### src/rtl/mrp_tx_noc_out_pkg.sv
// Shared definitions for the MRP transmit NoC egress: header flit layout,
// FSM state encodings, flit-select codes and the bytes-per-flit derivation.
package mrp_tx_noc_out_pkg;

  localparam logic [7:0] MRP_MSG_TYPE = 8'h2d;

  // Header occupies the low bits of the flit, dst_x most significant.
  typedef struct packed {
    logic [7:0]  dst_x;
    logic [7:0]  dst_y;
    logic [7:0]  src_x;
    logic [7:0]  src_y;
    logic [15:0] msg_len;
    logic [7:0]  msg_type;
  } hdr_flit_t;

  localparam int HDR_W = $bits(hdr_flit_t);

  localparam logic [1:0] ST_IDLE = 2'd0;
  localparam logic [1:0] ST_HDR  = 2'd1;
  localparam logic [1:0] ST_META = 2'd2;
  localparam logic [1:0] ST_DATA = 2'd3;

  typedef enum logic [1:0] {
    SEL_HDR  = 2'd0,
    SEL_META = 2'd1,
    SEL_DATA = 2'd2
  } flit_sel_e;

  function automatic int bpf_log2(input int noc_data_w);
    return $clog2(noc_data_w / 8);
  endfunction

endpackage

### src/rtl/mrp_tx_noc_out_ctrl.sv
// Message sequencing FSM for the MRP egress: descriptor accept, header, meta,
// then payload pass-through; drives all handshakes and datapath strobes.
module mrp_tx_noc_out_ctrl
  import mrp_tx_noc_out_pkg::*;
(
  input  logic      clk,
  input  logic      rst,
  input  logic      hdr_val_i,
  input  logic      data_val_i,
  input  logic      noc_rdy_i,
  input  logic      zero_flits_i,
  input  logic      cnt_last_i,
  output logic      hdr_rdy_o,
  output logic      data_rdy_o,
  output logic      noc_val_o,
  output logic      load_desc_o,
  output logic      load_cnt_o,
  output logic      dec_cnt_o,
  output flit_sel_e sel_o
);

  logic [1:0] state_q, state_d;

  // NOTE: state registers use non-blocking assignment so every flop samples
  // pre-edge values regardless of block evaluation order.
  always_ff @(posedge clk) begin
    if (rst) state_q <= ST_IDLE;
    else     state_q <= state_d;
  end

  // NOTE: every output gets a default before the case so no path leaves a
  // signal unassigned, which would infer a latch.
  always_comb begin
    state_d     = state_q;
    hdr_rdy_o   = 1'b0;
    data_rdy_o  = 1'b0;
    noc_val_o   = 1'b0;
    load_desc_o = 1'b0;
    load_cnt_o  = 1'b0;
    dec_cnt_o   = 1'b0;
    sel_o       = SEL_META;
    if (!rst) begin
      case (state_q)
        ST_IDLE: begin
          hdr_rdy_o = 1'b1;
          if (hdr_val_i) begin
            load_desc_o = 1'b1;
            state_d     = ST_HDR;
          end
        end
        ST_HDR: begin
          noc_val_o = 1'b1;
          sel_o     = SEL_HDR;
          if (noc_rdy_i) state_d = ST_META;
        end
        ST_META: begin
          noc_val_o = 1'b1;
          sel_o     = SEL_META;
          if (noc_rdy_i) begin
            if (zero_flits_i) begin
              state_d = ST_IDLE;
            end else begin
              load_cnt_o = 1'b1;
              state_d    = ST_DATA;
            end
          end
        end
        ST_DATA: begin
          noc_val_o  = data_val_i;
          data_rdy_o = noc_rdy_i;
          sel_o      = SEL_DATA;
          if (data_val_i && noc_rdy_i) begin
            dec_cnt_o = 1'b1;
            if (cnt_last_i) state_d = ST_IDLE;
          end
        end
        default: state_d = ST_IDLE;
      endcase
    end
  end

endmodule

### src/rtl/mrp_tx_noc_out_datap.sv
// Descriptor registers, payload flit-count calculation, remaining-flit
// down-counter and the outgoing flit multiplexer.
module mrp_tx_noc_out_datap
  import mrp_tx_noc_out_pkg::*;
#(
  parameter int NOC_DATA_W = 512,
  parameter int SRC_X      = 0,
  parameter int SRC_Y      = 0
) (
  input  logic                  clk,
  input  logic                  rst,
  input  logic                  load_desc_i,
  input  logic                  load_cnt_i,
  input  logic                  dec_cnt_i,
  input  flit_sel_e             sel_i,
  input  logic [7:0]            dst_x_i,
  input  logic [7:0]            dst_y_i,
  input  logic [NOC_DATA_W-17:0] meta_i,
  input  logic [15:0]           len_i,
  input  logic [NOC_DATA_W-1:0] data_i,
  output logic                  zero_flits_o,
  output logic                  cnt_last_o,
  output logic [NOC_DATA_W-1:0] flit_o
);

  localparam int          LOG2_BPF = bpf_log2(NOC_DATA_W);
  localparam logic [16:0] BPF_M1   = 17'((1 << LOG2_BPF) - 1);

  logic [7:0]            dst_x_q, dst_y_q;
  logic [NOC_DATA_W-17:0] meta_q;
  logic [15:0]           len_q;
  logic [10:0]           flits_q, cnt_q;
  logic [16:0]           flits_sum;
  logic [10:0]           flits_d;
  hdr_flit_t             hdr;

  // 17-bit sum keeps ceil(len/BPF) exact for len = 0xFFFF.
  assign flits_sum = {1'b0, len_i} + BPF_M1;
  assign flits_d   = 11'(flits_sum >> LOG2_BPF);

  // NOTE: descriptor registers are reset as well, so idle output flits are
  // defined values rather than X from never-written storage.
  always_ff @(posedge clk) begin
    if (rst) begin
      dst_x_q <= '0;
      dst_y_q <= '0;
      meta_q  <= '0;
      len_q   <= '0;
      flits_q <= '0;
      cnt_q   <= '0;
    end else begin
      if (load_desc_i) begin
        dst_x_q <= dst_x_i;
        dst_y_q <= dst_y_i;
        meta_q  <= meta_i;
        len_q   <= len_i;
        flits_q <= flits_d;
      end
      if (load_cnt_i)     cnt_q <= flits_q;
      else if (dec_cnt_i) cnt_q <= cnt_q - 11'd1;
    end
  end

  assign zero_flits_o = (flits_q == '0);
  assign cnt_last_o   = (cnt_q == 11'd1);

  assign hdr = '{
    dst_x:    dst_x_q,
    dst_y:    dst_y_q,
    src_x:    8'(SRC_X),
    src_y:    8'(SRC_Y),
    msg_len:  16'(flits_q) + 16'd1,
    msg_type: MRP_MSG_TYPE
  };

  always_comb begin
    case (sel_i)
      SEL_HDR:  flit_o = {{(NOC_DATA_W-HDR_W){1'b0}}, hdr};
      SEL_DATA: flit_o = data_i;
      default:  flit_o = {len_q, meta_q};
    endcase
  end

endmodule

### src/rtl/mrp_tx_noc_out.sv
// MRP tile transmit egress: takes one descriptor from the engine and emits
// header, meta and payload flits on noc0 in the order the MRP ingress expects.
module mrp_tx_noc_out
  import mrp_tx_noc_out_pkg::*;
#(
  parameter int NOC_DATA_W = 512,
  parameter int SRC_X      = 0,
  parameter int SRC_Y      = 0
) (
  input  logic                   clk,
  input  logic                   rst,
  input  logic                   mrp_engine_tx_out_hdr_val,
  output logic                   tx_out_mrp_engine_hdr_rdy,
  input  logic [7:0]             mrp_engine_tx_out_dst_x,
  input  logic [7:0]             mrp_engine_tx_out_dst_y,
  input  logic [NOC_DATA_W-17:0] mrp_engine_tx_out_meta,
  input  logic [15:0]            mrp_engine_tx_out_len,
  input  logic                   mrp_engine_tx_out_data_val,
  input  logic [NOC_DATA_W-1:0]  mrp_engine_tx_out_data,
  output logic                   tx_out_mrp_engine_data_rdy,
  output logic                   tx_out_noc0_vrtoc_val,
  output logic [NOC_DATA_W-1:0]  tx_out_noc0_vrtoc_data,
  input  logic                   noc0_vrtoc_tx_out_rdy
);

  logic      load_desc, load_cnt, dec_cnt, zero_flits, cnt_last;
  flit_sel_e sel;

  mrp_tx_noc_out_ctrl u_ctrl (
    .clk          (clk),
    .rst          (rst),
    .hdr_val_i    (mrp_engine_tx_out_hdr_val),
    .data_val_i   (mrp_engine_tx_out_data_val),
    .noc_rdy_i    (noc0_vrtoc_tx_out_rdy),
    .zero_flits_i (zero_flits),
    .cnt_last_i   (cnt_last),
    .hdr_rdy_o    (tx_out_mrp_engine_hdr_rdy),
    .data_rdy_o   (tx_out_mrp_engine_data_rdy),
    .noc_val_o    (tx_out_noc0_vrtoc_val),
    .load_desc_o  (load_desc),
    .load_cnt_o   (load_cnt),
    .dec_cnt_o    (dec_cnt),
    .sel_o        (sel)
  );

  mrp_tx_noc_out_datap #(
    .NOC_DATA_W (NOC_DATA_W),
    .SRC_X      (SRC_X),
    .SRC_Y      (SRC_Y)
  ) u_datap (
    .clk          (clk),
    .rst          (rst),
    .load_desc_i  (load_desc),
    .load_cnt_i   (load_cnt),
    .dec_cnt_i    (dec_cnt),
    .sel_i        (sel),
    .dst_x_i      (mrp_engine_tx_out_dst_x),
    .dst_y_i      (mrp_engine_tx_out_dst_y),
    .meta_i       (mrp_engine_tx_out_meta),
    .len_i        (mrp_engine_tx_out_len),
    .data_i       (mrp_engine_tx_out_data),
    .zero_flits_o (zero_flits),
    .cnt_last_o   (cnt_last),
    .flit_o       (tx_out_noc0_vrtoc_data)
  );

endmodule

### config.mk
export PLATFORM = sky130hd
export DESIGN_NAME = mrp_tx_noc_out
export DESIGN_NICKNAME = d
export VERILOG_FILES = /design/src/rtl/mrp_tx_noc_out_pkg.sv /design/src/rtl/mrp_tx_noc_out_ctrl.sv /design/src/rtl/mrp_tx_noc_out_datap.sv /design/src/rtl/mrp_tx_noc_out.sv
export SDC_FILE = /design/constraint.sdc
export NUM_CORES = 1
export LEC_CHECK = 0
export CAP_MARGIN = 20
export CORE_AREA = 3 3 609 611
export CTS_CLUSTER_SIZE = 24
export DETAILED_ROUTE_END_ITERATION = 10
export DIE_AREA = 0 0 612 614
export GPL_ROUTABILITY_DRIVEN = 0
export SYNTH_ARGS = -nofsm -noshare
export SYNTH_HDL_FRONTEND = slang
export SYNTH_HIERARCHICAL = 1
export SYNTH_SLANG_ARGS = --single-unit
export TNS_END_PERCENT = 10
### constraint.sdc
create_clock -name clk -period 5.1 [get_ports clk]
set_input_delay 1.02 -clock clk [delete_from_list [all_inputs] [get_ports clk]]
set_output_delay 1.02 -clock clk [all_outputs]
set_load 0.01 [all_outputs]
==> impl_metrics.ini, run 1 <==
[outcome]
status = finished clean

[global_routing]
antenna_found_initial = 320
grt_max_degree = 124
grt_use_total_pct = 16.2
grt_pass1_vias = 28546
grt_overflow = 0
grt_pass1_wl_um = 378000

[yosys]
synth_area_leaders = dfxtp_1, mux2i_1, nor2_1
ys_ff_latch = 552
yosys_warnings = 6
synth_cell_types = 58
synth_async_sr_flop_share_pct = 0
synth_area_per_cell_um2 = 8.45
synthesis.nets = 4180
yosysTopAreaCell = dfxtp_1
ys.flop_type = dfxtp_1
syn_inst = 3126
syn_area_um2 = 26400
synth_edf_count = 0
yosys.area.top_type_share_pct = 41.8
ys_seq_area_share_pct = 41.8

[cts]
insertion_delay_ns = 0.78
h-tree-depth = 3
numCtsBuffers = 82
clock-sinks = 552
clockBufferDepth = 4
clkTransAtPathRegs_ns = 0.06
hold_buffers = 0
cts_tree = done
cts_root_buf = clkbuf_16
cts_resized = 0
post_cts_buffers = 0

[floorplanning]
fp.dieW_um = 612
core-area_um2 = 366000
std_cell_rows = 222
die_y_um = 614
die-area_um2 = 376000
ioPinCount = 1560
start_util_pct = 7.22

[critical_path]
critPathArrivalTime_ns = 3.74
end_kind = output port
worstPathRequired_ns = 4.08
worstSetupPathType = flop to output port
crit_path_max_fanout = 34
cp-start-kind = flop

[sta]
rsz0062_at_grt = no
fmax_mhz = 210
skew_ns = 0.0361
finalCriticalPeriod_ns = 4.76
finalMaxSlewViolations = 0
max_slew_margin_pct = 28.0
fin_setup_tns_ns = 0
worst_slack_ns = 0.342
finalSetupViolations = 0
layout_worst_path_cycle_share_pct = 93.3
worst_slew_pin_slew_ns = 1.07
hold_violations = 0

[final_layout]
syn_to_final_growth_pct = 101
nets = 5636
nFillCells = 41414
final_cell_mix = clkdlybuf4s50_1, dfxtp_1, nor2_1
mostFrequentLayoutCell = clkdlybuf4s50_1
drive_gt1_share_pct = 10.7
utilization_pct = 14.5

[job]
drv_cap = 0

[pwr]
ir_worst_vdd_mv = 0.200
finalPower_mw = 17.8
powerDensity_nw_per_um2 = 336
p_leak_nw = 17.8

[place]
hpwl_um = 283000
pre_cts_slack_ns = 0.509
placement.io_buffers = 1559

[detailed_routing]
vias_per_cell = 3.31
ant_nets = 0
first_pass_iters = 6
vias = 31812
drc = 0
wirelength_um = 321000
wire_per_inst_um = 33.4
drt_iter0_drc = 3392

[worst_hold_path]
min_path_type = flop to flop
==> critical path: stages (launching register included) <==
cell     delay (ns)
dfxtp_1        0.38
ha_1           0.19
inv_1          0.15
nor2_4         0.17
buf_12         0.19
buf_12         0.21
buf_4          0.43
nand2_1        0.09
o21ai_0        0.83
buf_12         0.19
==> path summary, 6_finish.rpt <==
check / start / end / slack, ns / cells after the start
worst max register to register: u_ctrl/state_q[1] / u_datap/cnt_q[5] / 2.18 / 10
worst min register to register: u_datap/meta_q[475] / u_datap/meta_q[475] / 0.49 / 2
worst max-delay path: u_ctrl/state_q[1] / tx_out_noc0_vrtoc_data[372] / 0.34 / 9
worst min-delay path: u_datap/meta_q[475] / u_datap/meta_q[475] / 0.49 / 2
==> area by class of cell <==
cell class,instances,area (µm²),share of cell area (%)
Timing Repair Buffer,1647,18600,35.1
Inverter,20,75.1,0.142
Clock buffer,113,2390,4.51
Multi-Input combinational cell,2279,14100,26.6
Tap cell,4816,6030,11.4
Sequential cell,552,11100,20.8
Clock inverter,28,358,0.675
Antenna cell,162,405,0.765
==> layer usage <==
metal	share of wire (%)	up-vias	GRT usage (%)
li1	-	13810	-
met1	32	14765	15.7
met2	47	2156	27.2
met3	13	885	9.33
met4	6.4	196	8.33
met5	0.51	-	0.994
==> synthesized netlist by cell type, types with 6 or more instances <==
| cell | number |
|---|---|
| dfxtp_1 | 552 |
| nor2_1 | 550 |
| mux2i_1 | 547 |
| nand2_1 | 526 |
| o21ai_0 | 269 |
| a22o_1 | 234 |
| clkbuf_1 | 150 |
| buf_2 | 108 |
| a21oi_1 | 19 |
| inv_1 | 19 |
| buf_1 | 12 |
| xnor2_1 | 10 |
| ha_1 | 9 |
| a211oi_1 | 8 |
| nand3_1 | 8 |
| nand4_1 | 7 |
| nor3_1 | 7 |
| o21a_1 | 7 |
| and4_1 | 6 |
| xor2_1 | 6 |
==> stage by stage <==
stage | hold WS [ns] | cells | instance area, µm²
final | 0.488 | 9617 | 53000
after global routing | 0.512 | 9593 | 52900
after CTS | 0.452 | 9455 | 52600
after detailed placement | 0.481 | 9314 | 49900
after global placement | 0.472 | 9313 | 49800
after floorplan | 0.455 | 3126 | 26400
==> kinds of logic (layout without fill, tap and decap cells) <==
| family | Yosys count | in the layout | share of synthesized area [%] |
|---|---|---|---|
| and+or+nand+nor | 1141 | 1141 | 17.0 |
| AOI/OAI and AO/OA | 565 | 565 | 14.5 |
| DFF | 552 | 552 | 41.8 |
| muxes | 548 | 548 | 20.8 |
| buffers and inverters | 295 | 1808 | 4.84 |
| xor gates and xnor gates | 16 | 16 | 0.531 |
| adders and majority gates | 9 | 9 | 0.426 |
| other | 0 | 162 | 0 |
==> registers in the layout, indices dropped and copies added, names as in the netlist <==
register	flops
u_datap/cnt_q	11
u_ctrl/state_q	2
u_datap/dst_y_q	8
u_datap/dst_x_q	8
u_datap/flits_q	11
u_datap/len_q	16
u_datap/meta_q	496
==> report_power, final <==
part	switching (mW)	internal, mW	total, mW
registers	0.381	4.79	5.17
logic	3.48	3.07	6.55
clock network	2.49	3.58	6.07
No activity file was read; power rests on OpenSTA's default activity.
==> run 2: changes to the inputs <==
--- a/config.mk
+++ b/config.mk
@@ -7,6 +7,7 @@
 export LEC_CHECK = 0
 export CAP_MARGIN = 20
 export CORE_AREA = 3 3 609 611
+export CTS_BUF_LIST = sky130_fd_sc_hd__clkbuf_4 sky130_fd_sc_hd__clkbuf_8 sky130_fd_sc_hd__clkbuf_16
 export CTS_CLUSTER_SIZE = 24
 export DETAILED_ROUTE_END_ITERATION = 10
 export DIE_AREA = 0 0 612 614
==> run 2 against run 1 <==
Against the previous run:
- sequential share of layout area is essentially flat
- non-clock buffer count is the same
- critical path type unchanged
- power grew 0.27%
- fmax grew 0.62%
==> impl_metrics.ini, run 2 (same netlist as run 1, synthesis figures left out) <==
[critical_path]
cp_common_cell = buf_12
worstPathRequired_ns = 4.08
end_kind = output port
crit_path_max_fanout = 34
cp_top_family = buffers and inverters
cp.buffers_inverters = 5
slowest_stage = o21ai_0
worstSetupPathType = flop to output port
critPathArrivalTime_ns = 3.71
worstPathCellList = ha_1 > inv_1 > nor2_4 > buf_12 > buf_12 > buf_4 > nand2_1 > o21ai_0 > buf_12
cp-start-kind = flop
critPathMaxStageDelay_ns = 0.81

[detailed_routing]
wl_met2_um = 153000
drt_iter0_drc = 3162
drt-met1-wl_um = 103000
vias = 31917
vias_per_cell = 3.32
highest_layer = met5
drc = 0
first_pass_iters = 6
wl_met3_um = 43500
wirelength_um = 321000
wire_per_inst_um = 33.4
ant_nets = 0

[global_routing]
grt_pass1_vias = 28595
grt_use_total_pct = 16.2
antenna_found_initial = 319
grt_overflow = 0
grt_pass1_wl_um = 378000
grt_max_degree = 124

[final_layout]
syn_to_final_growth_pct = 101
top_register = u_datap/meta_q
mostFrequentLayoutCell = clkdlybuf4s50_1
nFillCells = 41412
utilization_pct = 14.5
final_area_um2 = 53000
largest_reg_flops = 496
final_cell_mix = clkdlybuf4s50_1, dfxtp_1, nor2_1
fin_cells = 9613
drive_gt1_share_pct = 10.9
nets = 5636
largestRegisters = u_datap/meta_q: 496 flops, u_datap/len_q: 16 flops

[sta]
hold_violations = 0
fin_setup_tns_ns = 0
whs_ns = 0.488
finalCriticalPeriod_ns = 4.73
worst_slack_ns = 0.372
skew_ns = 0.0392
max_slew_margin_pct = 30.0
rsz0062_at_grt = no
layout_worst_path_cycle_share_pct = 92.7
fmax_mhz = 212
finalSetupViolations = 0
worst_slew_pin_slew_ns = 1.04
finalMaxSlewViolations = 0

[cts]
clkTransAtPathRegs_ns = 0.06
cts_resized = 0
hold_buffers = 0
cts_tree = done
numCtsBuffers = 82
clock-sinks = 552
h-tree-depth = 3
clockBufferDepth = 4
post_cts_buffers = 0
cts_root_buf = clkbuf_16
insertion_delay_ns = 0.78

[pwr]
p_leak_nw = 17.8
finalPower_mw = 17.8
combinationalPowerShare_pct = 36.7
clockPowerShare_pct = 34.3
seq_power_share_pct = 29.0
powerDensity_nw_per_um2 = 336
p_int_mw = 11.5
switching_share_pct = 35.5
ir_worst_vdd_mv = 0.199
netSwitchingPower_mw = 6.34

[place]
hpwl_um = 283000
dp.cells = 9314
placed_area_um2 = 49900
placement.io_buffers = 1559
pre_cts_slack_ns = 0.509

[outcome]
status = finished clean

[floorplanning]
die_y_um = 614
std_cell_rows = 222
start_util_pct = 7.22
ioPinCount = 1560
fp.dieW_um = 612
core-area_um2 = 366000
die-area_um2 = 376000

[job]
drv_cap = 0

[worst_hold_path]
min_path_type = flop to flop
-- run 2: changes by cell type in the layout (fill, tap and decap cells not counted), sizes merged --
cell,previous run,this run
diode,162,158
-- run 2: power groups by stage --
| stage | sequential [mW] | combinational (mW) | clock, mW |
|---|---|---|---|
| 6_report | 5.17 | 6.55 | 6.12 |
| 5_1_grt | 5.20 | 6.93 | 6.49 |
| 4_1_cts | 5.16 | 6.63 | 6.41 |
| 3_5_place_dp | 5.25 | 6.59 | 0 |
| 3_3_place_gp | 5.25 | 6.58 | 0 |
| 2_1_floorplan | 5.05 | 2.62 | 0 |
-- run 2: path summary, 6_finish.rpt --
kind / startpoint / depth (start not counted) / endpoint / slack (ns)
worst max-delay path: u_ctrl/state_q[1] / 9 / tx_out_noc0_vrtoc_data[372] / 0.37
worst min-delay path: u_datap/meta_q[475] / 2 / u_datap/meta_q[475] / 0.49
worst max register to register: u_ctrl/state_q[1] / 10 / u_datap/cnt_q[5] / 2.16
worst min register to register: u_datap/meta_q[475] / 2 / u_datap/meta_q[475] / 0.49
-- run 2: cell type report --
cell class              count  area [µm²]  area share (%)
diodes                    158         395           0.745
clock buffers             113        2430            4.58
clock inverters            28         358           0.675
inverters                  20        75.1           0.142
multi-input cells        2279       14100            26.6
flip-flops and latches    552       11100            20.8
well taps                4816        6030            11.4
repair buffers           1647       18600            35.1
-- run 2: routing by layer --
layer | global-route usage (%) | up-vias
met1 | 15.6 | 14897
met3 | 9.46 | 893
met2 | 27.2 | 2126
li1 | - | 13809
met5 | 1.02 | -
met4 | 8.47 | 192
-- run 2: tightest hold or removal path, delay by kind of cell, from the launching register on --
| kind | cells | cell delay, ns |
|---|---|---|
| flip-flops | 1 | 0.32 |
| multiplexers | 1 | 0.06 |
| AND/OR/NAND/NOR | 1 | 0.07 |
